## config.mk

```make
export PLATFORM = sky130hd
export DESIGN_NAME = serial_add_ctrl
export DESIGN_NICKNAME = d
export VERILOG_FILES = /design/src/rtl/serial_add_ctrl_pkg.sv /design/src/rtl/serial_add_ctrl_full_adder_1b.sv /design/src/rtl/serial_add_ctrl.sv
export SDC_FILE = /design/constraint.sdc
export NUM_CORES = 1
export LEC_CHECK = 0
export CAP_MARGIN = 20
export CORE_UTILIZATION = 45
export CTS_CLUSTER_DIAMETER = 30
export DETAILED_ROUTE_END_ITERATION = 10
export PLACE_DENSITY = 0.82
export SLEW_MARGIN = 20
export SYNTH_ARGS = -nofsm -noshare
export SYNTH_HDL_FRONTEND = slang
export SYNTH_HIERARCHICAL = 1
export SYNTH_SLANG_ARGS = --single-unit
```

## constraint.sdc

```tcl
create_clock -name clk -period 1.5 [get_ports clk]
set_clock_uncertainty 0.05 [all_clocks]
set_input_delay 0.3 -clock clk [delete_from_list [all_inputs] [get_ports clk]]
set_output_delay 0.3 -clock clk [all_outputs]
set_load 0.01 [all_outputs]
```

## src/rtl/serial_add_ctrl_pkg.sv

```systemverilog
`default_nettype none
// ============================================================================
//  Module   : serial_add_ctrl_pkg
//  Purpose  : Shared state encodings and sizing helper for the bit-serial
//             add/subtract controller.
//  Revision : 1.0  initial release
// ============================================================================
package serial_add_ctrl_pkg;

  localparam logic [1:0] S_IDLE = 2'd0;
  localparam logic [1:0] S_RUN  = 2'd1;
  localparam logic [1:0] S_DONE = 2'd2;

  // Bit counter width: enough to count 0..w-1, never narrower than one bit.
  function automatic int cnt_width(input int w);
    return (w > 1) ? $clog2(w) : 1;
  endfunction

endpackage
`default_nettype wire

```

## src/rtl/serial_add_ctrl_full_adder_1b.sv

```systemverilog
`default_nettype none
// ============================================================================
//  Module   : full_adder_1b
//  Purpose  : Single-bit combinational full adder; the only arithmetic
//             element of the serial add/subtract datapath.
//  Revision : 1.0  initial release
// ============================================================================
module full_adder_1b (
  input  logic a,
  input  logic b,
  input  logic cin,
  output logic s,
  output logic cout
);

  assign s    = a ^ b ^ cin;
  assign cout = (a & b) | (cin & (a ^ b));

endmodule
`default_nettype wire

```

## src/rtl/serial_add_ctrl.sv

```systemverilog
`default_nettype none
// ============================================================================
//  Module   : serial_add_ctrl
//  Purpose  : Adds or subtracts two WIDTH-bit operands one bit per cycle,
//             LSB first, through a single 1-bit full adder. Result and
//             carry are held from the done pulse until the next result.
//  Revision : 1.0  initial release
// ============================================================================
module serial_add_ctrl
  import serial_add_ctrl_pkg::*;
#(
  parameter int WIDTH = 8
) (
  input  logic             clk,
  input  logic             reset,
  input  logic             start,
  input  logic             sub,
  input  logic [WIDTH-1:0] a,
  input  logic [WIDTH-1:0] b,
  output logic             busy,
  output logic             done,
  output logic [WIDTH-1:0] sum,
  output logic             cout
);

  localparam int            CW   = cnt_width(WIDTH);
  localparam logic [CW-1:0] LAST = CW'(WIDTH - 1);

  logic [1:0]       state;
  logic [WIDTH-1:0] a_sr;
  logic [WIDTH-1:0] b_sr;
  logic [WIDTH-1:0] res_sr;
  logic [WIDTH-1:0] res_next;
  logic [CW-1:0]    cnt;
  logic             carry;
  logic             fa_s;
  logic             fa_cout;

  full_adder_1b u_fa (
    .a    (a_sr[0]),
    .b    (b_sr[0]),
    .cin  (carry),
    .s    (fa_s),
    .cout (fa_cout)
  );

  // Result register after this cycle's bit enters from the MSB side.
  // A one-bit operand has nothing to shift, so the adder bit is the result.
  generate
    if (WIDTH == 1) begin : g_res_w1
      assign res_next = fa_s;
    end else begin : g_res_wn
      assign res_next = {fa_s, res_sr[WIDTH-1:1]};
    end
  endgenerate

  // The bottom result bit falls off the end of the shift and is never read.
  logic unused_res_lsb;
  assign unused_res_lsb = res_sr[0];

  // Status outputs decode directly from the registered state.
  assign busy = (state == S_RUN);
  assign done = (state == S_DONE);

  // Controller: operand latch, serial iteration, and result capture.
  always_ff @(posedge clk) begin
    if (reset) begin
      state  <= S_IDLE;
      a_sr   <= '0;
      b_sr   <= '0;
      res_sr <= '0;
      cnt    <= '0;
      carry  <= 1'b0;
      sum    <= '0;
      cout   <= 1'b0;
    end else begin
      case (state)
        S_IDLE, S_DONE: begin
          if (start) begin
            // Subtraction is a + ~b + 1: invert b and seed the carry.
            a_sr   <= a;
            b_sr   <= sub ? ~b : b;
            carry  <= sub;
            cnt    <= '0;
            res_sr <= '0;
            state  <= S_RUN;
          end else begin
            state  <= S_IDLE;
          end
        end
        S_RUN: begin
          a_sr   <= a_sr >> 1;
          b_sr   <= b_sr >> 1;
          res_sr <= res_next;
          carry  <= fa_cout;
          cnt    <= cnt + CW'(1);
          if (cnt == LAST) begin
            sum   <= res_next;
            cout  <= fa_cout;
            state <= S_DONE;
          end
        end
        default: state <= S_IDLE;
      endcase
    end
  end

endmodule
`default_nettype wire

```

==> results of run 1 <==
flip-flops by register name, indices dropped and copies added (netlist names):
| name | count |
|---|---|
| a_sr | 8 |
| cnt | 3 |
| cout | 1 |
| sum | 8 |
| carry | 1 |
| b_sr | 8 |
| state | 2 |
| res_sr | 7 |
where the power goes:
part	internal [µW]	switching (µW)	total [µW]	leakage [µW]
logic	124	136	260	0.000405
clock network	225	335	560	0.0000343
registers	1050	24.5	1080	0.000310
final timing paths:
path	start	to	cells past startpoint
worst max register to register	cnt[0]	sum[0]	6
worst min register to register	sum[1]	sum[1]	2
worst min-delay path	sum[1]	sum[1]	2
worst max-delay path	state[1]	done	2
cell families (layout without fill, tap and decap cells):
logic type	count (synthesis)	count (layout)	synth area share
simple gates	64	64	0.190
xor+xnor	8	8	0.0442
compound gates	52	52	0.189
fa+ha+maj	3	3	0.0284
buf+inv	18	48	0.0686
flops	38	38	0.479
metal layers:
layer | vias up | wire length [µm] | GRT usage
li1 | 698 | - | -
met1 | 647 | 1370 | 0.209
met2 | 29 | 1440 | 0.301
met3 | 6 | 139 | 0.0630
met4 | 0 | 42 | 0.0667
met5 | - | 0 | 0
what timing repair did:
action / CTS / global route
setup buffers: 0 / 1
setup endpoints to repair: 11 / 7
gates resized for setup: 13 / 2
metrics by stage:
step	cell area [µm²]	hold WS, ps	setup slack, ps
after floorplan	1590	386	263
after global placement	1920	392	43.3
after detailed placement	1920	396	33.7
after CTS	1980	411	10.6
after global routing	1980	429	13.6
final	1980	407	80.7
critical path: cells and delay by family (launching register included):
| family | cells | cell delay, ps |
|---|---|---|
| AND/OR/NAND/NOR | 1 | 130 |
| flip-flops | 1 | 350 |
| buffers and inverters | 1 | 240 |
area by class of cell:
class / instances / area, µm² / share of cell area
Clock buffer: 6 / 51.3 / 0.0259
Clock inverter: 2 / 12.5 / 0.00632
Inverter: 1 / 3.75 / 0.00190
Multi-Input combinational cell: 127 / 717 / 0.362
Sequential cell: 38 / 762 / 0.385
Tap cell: 46 / 57.6 / 0.0291
Timing Repair Buffer: 39 / 377 / 0.190
cell usage in the layout, fill, tap and decap left out, types with 2 or more instances in the layout:
cell             count
a21oi_1             36
a22oi_1             15
buf_12               2
buf_4                7
clkbuf_4             5
clkdlybuf4s50_1     19
dfxtp_1             37
dlygate4sd2_1        9
ha_1                 2
nand2_1             20
nand2b_1             3
nand3_1             36
nor2_1               2
nor2b_1              2
xor2_1               8
==> flow_metrics.tcl, run 1 <==
set metrics [dict create \
    place_congestion 0.688 \
    critical_path_class "reg -> out" \
    cts_hold_buf 0 \
    cts_buffers 5 \
    critPathRequiredTime_ps 1150 \
    critPathLaunchType "register" \
    rows 21 \
    power_uw 1900 \
    min_path_type "reg -> reg" \
    yosysWarnings 6 \
    arrival_ps 1070 \
    drtIter0Drc 74 \
    crit_slowest_cell "dfxtp_1" \
    fillers 344 \
    fin_cells 259 \
    final-max-slew-violation-count 0 \
    area_growth_pct 24.8 \
    insertion_delay_ps 350 \
    fp.dieH_um 61.4 \
    synth_cell_types 19 \
    grt.overflow.total 0 \
    synth_seq_cells 38 \
    ant_nets 0 \
    placed_cells 250 \
    max-clock-path-buffers 2 \
    worst_slew_pin_slew_ps 332 \
    grt_first_pass_wirelength_mm 4.89 \
    drt-wirelength-per-cell_um 11.6 \
    start_util 0.472 \
    status "finished clean" \
    finalSetupViolations 0 \
    clock_sinks 38 \
    cp-end-kind "output pin" \
    die_x_um 61.4 \
    hold_viol 0 \
    yosys.area.top_type "dfxtp_1" \
    hpwl_mm 1.89 \
    syn_inst 183 \
    io_pins 31 \
    clk_pin_slew_worst_paths_ps 120 \
    synth.most_common_cell "dfxtp_1" \
    die-area_um2 3770 \
    period_share 0.946 \
    synth_edf_count 0 \
    avgSynthCellArea_um2 8.67 \
    p_leak_uw 0.000749 \
    cts_root_buf "clkbuf_4" \
    yosysTopAreaCellShare 0.479 \
    drc 0 \
    tritoncts "built" \
    synth_seq_area_share 0.479 \
    netlist_area_um2 1590 \
    finalWorstPathRequiredPeriod_ps 1420 \
    cp_max_fo 3 \
    yosys_most_used_dff "dfxtp_1" \
    slowest_delay_ps 350 \
    cts_max_level 2 \
    drt-pass1-iter-count 4 \
    ys_top_cells_by_count "38 x dfxtp_1, 36 x a21oi_1, 36 x nand3_1" \
    powerDensity_nw_per_um2 957 \
    io_buffers 30 \
    max_freq_mhz 705 \
    grt_max_degree 39 \
    slew_headroom 0.779 \
    r2r_slack_ps 190 \
    diodes 0 \
    viasPerCell 5.33 \
    utilization 0.589 \
    grt_usage 0.178 \
    path_cells "nor2b_1 -> clkdlybuf4s15_1" \
    tns_ps 0 \
    grt_pass1_vias 1155 \
    drive_gt1_frac 0.0939 \
    core_um2 3360 \
    grt_setup_unrepaired "false" \
    synth_nets 206 \
    ys_async_sr_fraction 0 \
    antenna_found_initial 0 \
    ir_worst_vdd_mv 0.618 \
    synth_area_leaders "dfxtp_1 48%, a21oi_1 11%, nand3_1 11%" \
    final_nets 235 \
    num_vias 1380 \
    maxCapViolCount 0 \
    routed_wl_mm 2.99 \
]
No activity file was read; power rests on OpenSTA's default activity.
==> run 2: changes to the inputs <==
CORE_MARGIN = 2   (was default)
SKIP_LAST_GASP = 1   (was default)
==> run 2 against run 1 <==
Worst setup slack improved by 60 ps; die area increased by 6.6%; maximum frequency is 4.5% higher; first-iteration DRC count decreased by 50%; hold slack about the same; clock-buffer cell count fell by 1; sequential share of layout area is 0.17 points lower; critical endpoint is now busy; global-route usage down 1.0 points; clock power grew 21%.
==> flow_metrics.tcl, run 2 (synthesized netlist as in run 1, its figures left out) <==
set metrics [dict create \
    seqCellArea_um2 762 \
    grt_pass1_vias 1267 \
    max_freq_mhz 736 \
    clk_pin_slew_worst_paths_ps 120 \
    drt-wirelength-per-cell_um 12.1 \
    cts_root_buf "clkbuf_4" \
    fillers 329 \
    maxCapViolCount 0 \
    cp-end-kind "output pin" \
    fp.dieH_um 63.4 \
    powerDensity_nw_per_um2 1010 \
    cts_buffers 5 \
    status "finished clean" \
    worst_slew_pin_slew_ps 340 \
    layout_common_cells "37 x dfxtp_1, 36 x nand3_1, 36 x a21oi_1, 20 x nand2_1, 19 x clkdlybuf4s50_1" \
    grt_max_degree 39 \
    placed_cells 251 \
    viasPerCell 5.32 \
    drc 0 \
    crit_slowest_cell "dfxtp_1" \
    tritoncts "built" \
    rr_startpoint "state[1]" \
    p_leak_uw 0.000759 \
    final_common_cell "dfxtp_1" \
    critical_path_class "reg -> out" \
    clock_sinks 38 \
    num_vias 1377 \
    finalSetupViolations 0 \
    routed_wl_mm 3.13 \
    fin_cells 259 \
    r2r.worst_path.cells 5 \
    grt_setup_unrepaired "false" \
    final-max-slew-violation-count 0 \
    diodes 0 \
    grt_usage 0.168 \
    die-area_um2 4020 \
    cts_setup_buffers 0 \
    critPathLaunchType "register" \
    path_cells "nand2b_1 -> inv_2 -> clkbuf_2" \
    io_pins 31 \
    period_share 0.906 \
    start_util 0.472 \
    rows 21 \
    drtIter0Drc 37 \
    slowest_delay_ps 320 \
    place_congestion 0.687 \
    endpoint "busy" \
    multi_input_area_um2 717 \
    hold_slack_ps 408 \
    critPathRequiredTime_ps 1150 \
    cts_hold_buf 0 \
    final_nets 235 \
    ir_worst_vdd_mv 0.582 \
    cts_max_level 2 \
    drt-pass1-iter-count 4 \
    pre_cts_ws_ps 16.3 \
    critPathTopFamily "flip-flops" \
    finalWorstPathRequiredPeriod_ps 1360 \
    io_buffers 30 \
    cp_max_fo 3 \
    min_path_type "reg -> reg" \
    ant_nets 0 \
    fin_ws_ps 141 \
    cp-startpoint "state[1]" \
    r2r_slack_ps 210 \
    cp_num_buf_inv 2 \
    area_growth_pct 25.4 \
    slew_headroom 0.773 \
    die_x_um 63.4 \
    utilization 0.592 \
    timing.rr.end "b_sr[6]" \
    worstSetupPathDepth 3 \
    grt.overflow.total 0 \
    arrival_ps 1010 \
    hold_viol 0 \
    drive_gt1_frac 0.0986 \
    grt_first_pass_wirelength_mm 5.42 \
    largestRegisters "a_sr: 8 flops, b_sr: 8 flops, sum: 8 flops" \
    core_um2 3360 \
    insertion_delay_ps 340 \
    max-clock-path-buffers 2 \
    hpwl_mm 1.99 \
    tns_ps 0 \
    antenna_found_initial 0 \
]
run 2: cell types whose count changed in the layout (fill, tap and decap cells not counted), sizes merged:
cell	previous run	this run
clkinv	1	2
clkinvlp	1	0
bufinv	0	1
clkdlybuf4s15	1	0
run 2: what timing repair did:
action                                  in CTS  in global routing
resized for setup                           12                  4
endpoints found under the setup margin      11                  2
pin swaps                                    0                  0
run 2: how the worst min path moves through the flow:
stage / cells after the start / slack, ps / from / to
3_3_place_gp: 2 / 390 / sum[6] / sum[6]
2_1_floorplan: 2 / 390 / a[7] / a_sr[7]
4_1_cts: 2 / 410 / sum[6] / sum[6]
6_report: 2 / 410 / sum[6] / sum[6]
3_5_place_dp: 2 / 400 / sum[6] / sum[6]
5_1_grt: 2 / 440 / sum[2] / sum[2]
run 2: power breakdown:
part	total, µW	switching [µW]	internal [µW]
combinational	261	138	124
clock	676	331	345
sequential	1080	24.6	1050
run 2: tightest hold or removal path: stages, from the launching register on:
cell	delay (ps)
dfxtp_1	330
nand2_1	50
a21oi_1	50
run 2: stage by stage:
| step | instance area (µm²) | power (µW) |
|---|---|---|
| global placement | 1930 | 1360 |
| global route | 1990 | 2120 |
| floorplan | 1590 | 1270 |
| finish | 1990 | 2010 |
| detailed placement | 1930 | 1360 |
| CTS | 2000 | 2040 |
run 2: layout make-up:
cell class	instances	area share
Inverter	1	0.00189
Clock buffer	5	0.0189
Timing Repair Buffer	39	0.187
Tap cell	46	0.0289
Multi-Input combinational cell	127	0.360
Clock inverter	3	0.0201
Sequential cell	38	0.383
run 2: layer usage:
layer | up-vias | share of wire | global-route usage
li1 | 699 | - | -
met2 | 40 | 0.51 | 0.288
met1 | 636 | 0.44 | 0.199
met3 | 2 | 0.049 | 0.0536
met4 | 0 | 0.0054 | 0.0516
met5 | - | 0 | 0
==> run 3: changes to the inputs <==
CORE_UTILIZATION = 35   (was 45)
PLACE_DENSITY = 0.69   (was 0.82)
==> run 3 against run 2 <==
Sequential share of layout area is 0.96 points lower; hold slack got worse by 6.4 ps; cell area rose by 2.6%; maximum frequency shrank 4.4%; sequential power about the same; register-to-register slack better by 20 ps; clock-buffer cell count is the same; die area increased by 27%; worst setup slack worse by 62 ps.
==> flow_metrics.tcl, run 3 (synthesized netlist as in run 1, its figures left out) <==
set metrics [dict create \
    arrival_ps 1070 \
    insertion_delay_ps 290 \
    critical_path_class "reg -> out" \
    finalSetupViolations 0 \
    io_buffers 30 \
    crit_slowest_cell "dfxtp_1" \
    hpwl_mm 2.00 \
    hold_viol 0 \
    worst_slew_pin_slew_ps 333 \
    rows 24 \
    grt.overflow.total 0 \
    cp-end-kind "output pin" \
    min_path_type "reg -> reg" \
    largestRegisters "a_sr: 8 flops, b_sr: 8 flops, sum: 8 flops" \
    maxCapViolCount 0 \
    period_share 0.947 \
    slowest_delay_ps 310 \
    p_leak_uw 0.000771 \
    fin_ws_ps 79.2 \
    layout_common_cells "37 x dfxtp_1, 36 x nand3_1, 36 x a21oi_1, 20 x nand2_1, 19 x clkdlybuf4s50_1" \
    pre_cts_ws_ps 4.65 \
    drtIter0Drc 84 \
    die-area_um2 5090 \
    clock_sinks 38 \
    fillers 443 \
    final_common_cell "dfxtp_1" \
    max_freq_mhz 704 \
    drc 0 \
    grt_pass1_vias 1221 \
    clk_pin_slew_worst_paths_ps 80 \
    tns_ps 0 \
    final-max-slew-violation-count 0 \
    grt_first_pass_wirelength_mm 5.42 \
    placed_cells 256 \
    diodes 0 \
    tritoncts "built" \
    ant_nets 0 \
    cts_root_buf "clkbuf_8" \
    max-clock-path-buffers 2 \
    cts_max_level 2 \
    routed_wl_mm 3.21 \
    io_pins 31 \
    slew_headroom 0.778 \
    final_nets 235 \
    cts_buffers 5 \
    status "finished clean" \
    drt-wirelength-per-cell_um 12.1 \
    grt_setup_unrepaired "false" \
    finalWorstPathRequiredPeriod_ps 1420 \
    area_growth_pct 28.6 \
    fin_cells 265 \
    cts_hold_buf 0 \
    critPathRequiredTime_ps 1150 \
    die_x_um 71.3 \
    grt_usage 0.132 \
    grt_max_degree 39 \
    path_cells "nand2b_1 -> inv_2 -> dlygate4sd2_1" \
    drt-pass1-iter-count 4 \
    cp_max_fo 3 \
    critPathLaunchType "register" \
    start_util 0.364 \
    antenna_found_initial 0 \
    powerDensity_nw_per_um2 1080 \
    fp.dieH_um 71.3 \
    place_congestion 0.702 \
    viasPerCell 5.11 \
    ir_worst_vdd_mv 0.391 \
    core_um2 4350 \
    num_vias 1355 \
    drive_gt1_frac 0.0892 \
]
==> run 3: cell count changes in the layout (fill, tap and decap cells not counted) <==
cell           previous run  this run
clkinv_2                  2         0
clkbuf_4                  5         0
dlygate4sd2_1             9        11
clkbuf_8                  0         5
clkbuf_2                  2         0
clkinvlp_4                0         2
==> run 3: final cells by class <==
type | count | area, µm² | share of cell area
clock inverters | 3 | 45.0 | 0.0221
multi-input cells | 127 | 717 | 0.351
repair buffers | 39 | 379 | 0.186
well taps | 52 | 65.1 | 0.0319
clock buffers | 5 | 68.8 | 0.0337
flip-flops and latches | 38 | 762 | 0.373
inverters | 1 | 3.75 | 0.00184
==> run 3: worst paths after layout <==
| check | start | endpoint | slack (ps) | cells after the start |
|---|---|---|---|---|
| max | state[1] | busy | 80 | 3 |
| min reg2reg | sum[4] | sum[4] | 400 | 2 |
| max reg2reg | cnt[0] | sum[0] | 230 | 6 |
| min | sum[4] | sum[4] | 400 | 2 |
==> run 3: power breakdown <==
part / total [µW] / leakage [µW] / switching (µW) / internal, µW
Combinational: 264 / 0.000411 / 139 / 125
Sequential: 1070 / 0.000310 / 24.1 / 1050
Clock: 868 / 0.0000504 / 374 / 495
Total: 2210 / 0.000771 / 537 / 1670
==> run 3: per-layer routing <==
| metal | vias to the layer above | part of all wire | wire length (µm) | GRT usage |
|---|---|---|---|---|
| met5 | - | 0 | 0 | 0 |
| met4 | 0 | 0.0012 | 4 | 0.0314 |
| met3 | 2 | 0.050 | 161 | 0.0520 |
| met2 | 28 | 0.49 | 1560 | 0.218 |
| met1 | 627 | 0.46 | 1490 | 0.161 |
| li1 | 698 | - | - | - |
==> run 3: through the flow <==
stage	power [µW]	instance area [µm²]	hold slack, ps	utilization
3_3_place_gp	1360	1930	395	0.444
4_1_cts	2240	2030	405	0.467
3_5_place_dp	1360	1930	396	0.444
6_report	2210	2040	401	0.469
2_1_floorplan	1270	1590	386	-
5_1_grt	2310	2040	425	0.469
==> run 3: worst max-delay path, delay by kind of cell (launching register included) <==
kind / cells / cell delay, ps
AND/OR/NAND/NOR: 1 / 160
flip-flops: 1 / 310
buffers and inverters: 2 / 310
==> run 3: what timing repair did <==
item / CTS / global route
setup endpoints to repair: 11 / 1
hold endpoints to repair: 0 / 0
pin swaps: 0 / 1
setup buffers: 0 / 1
gates resized for setup: 12 / 0
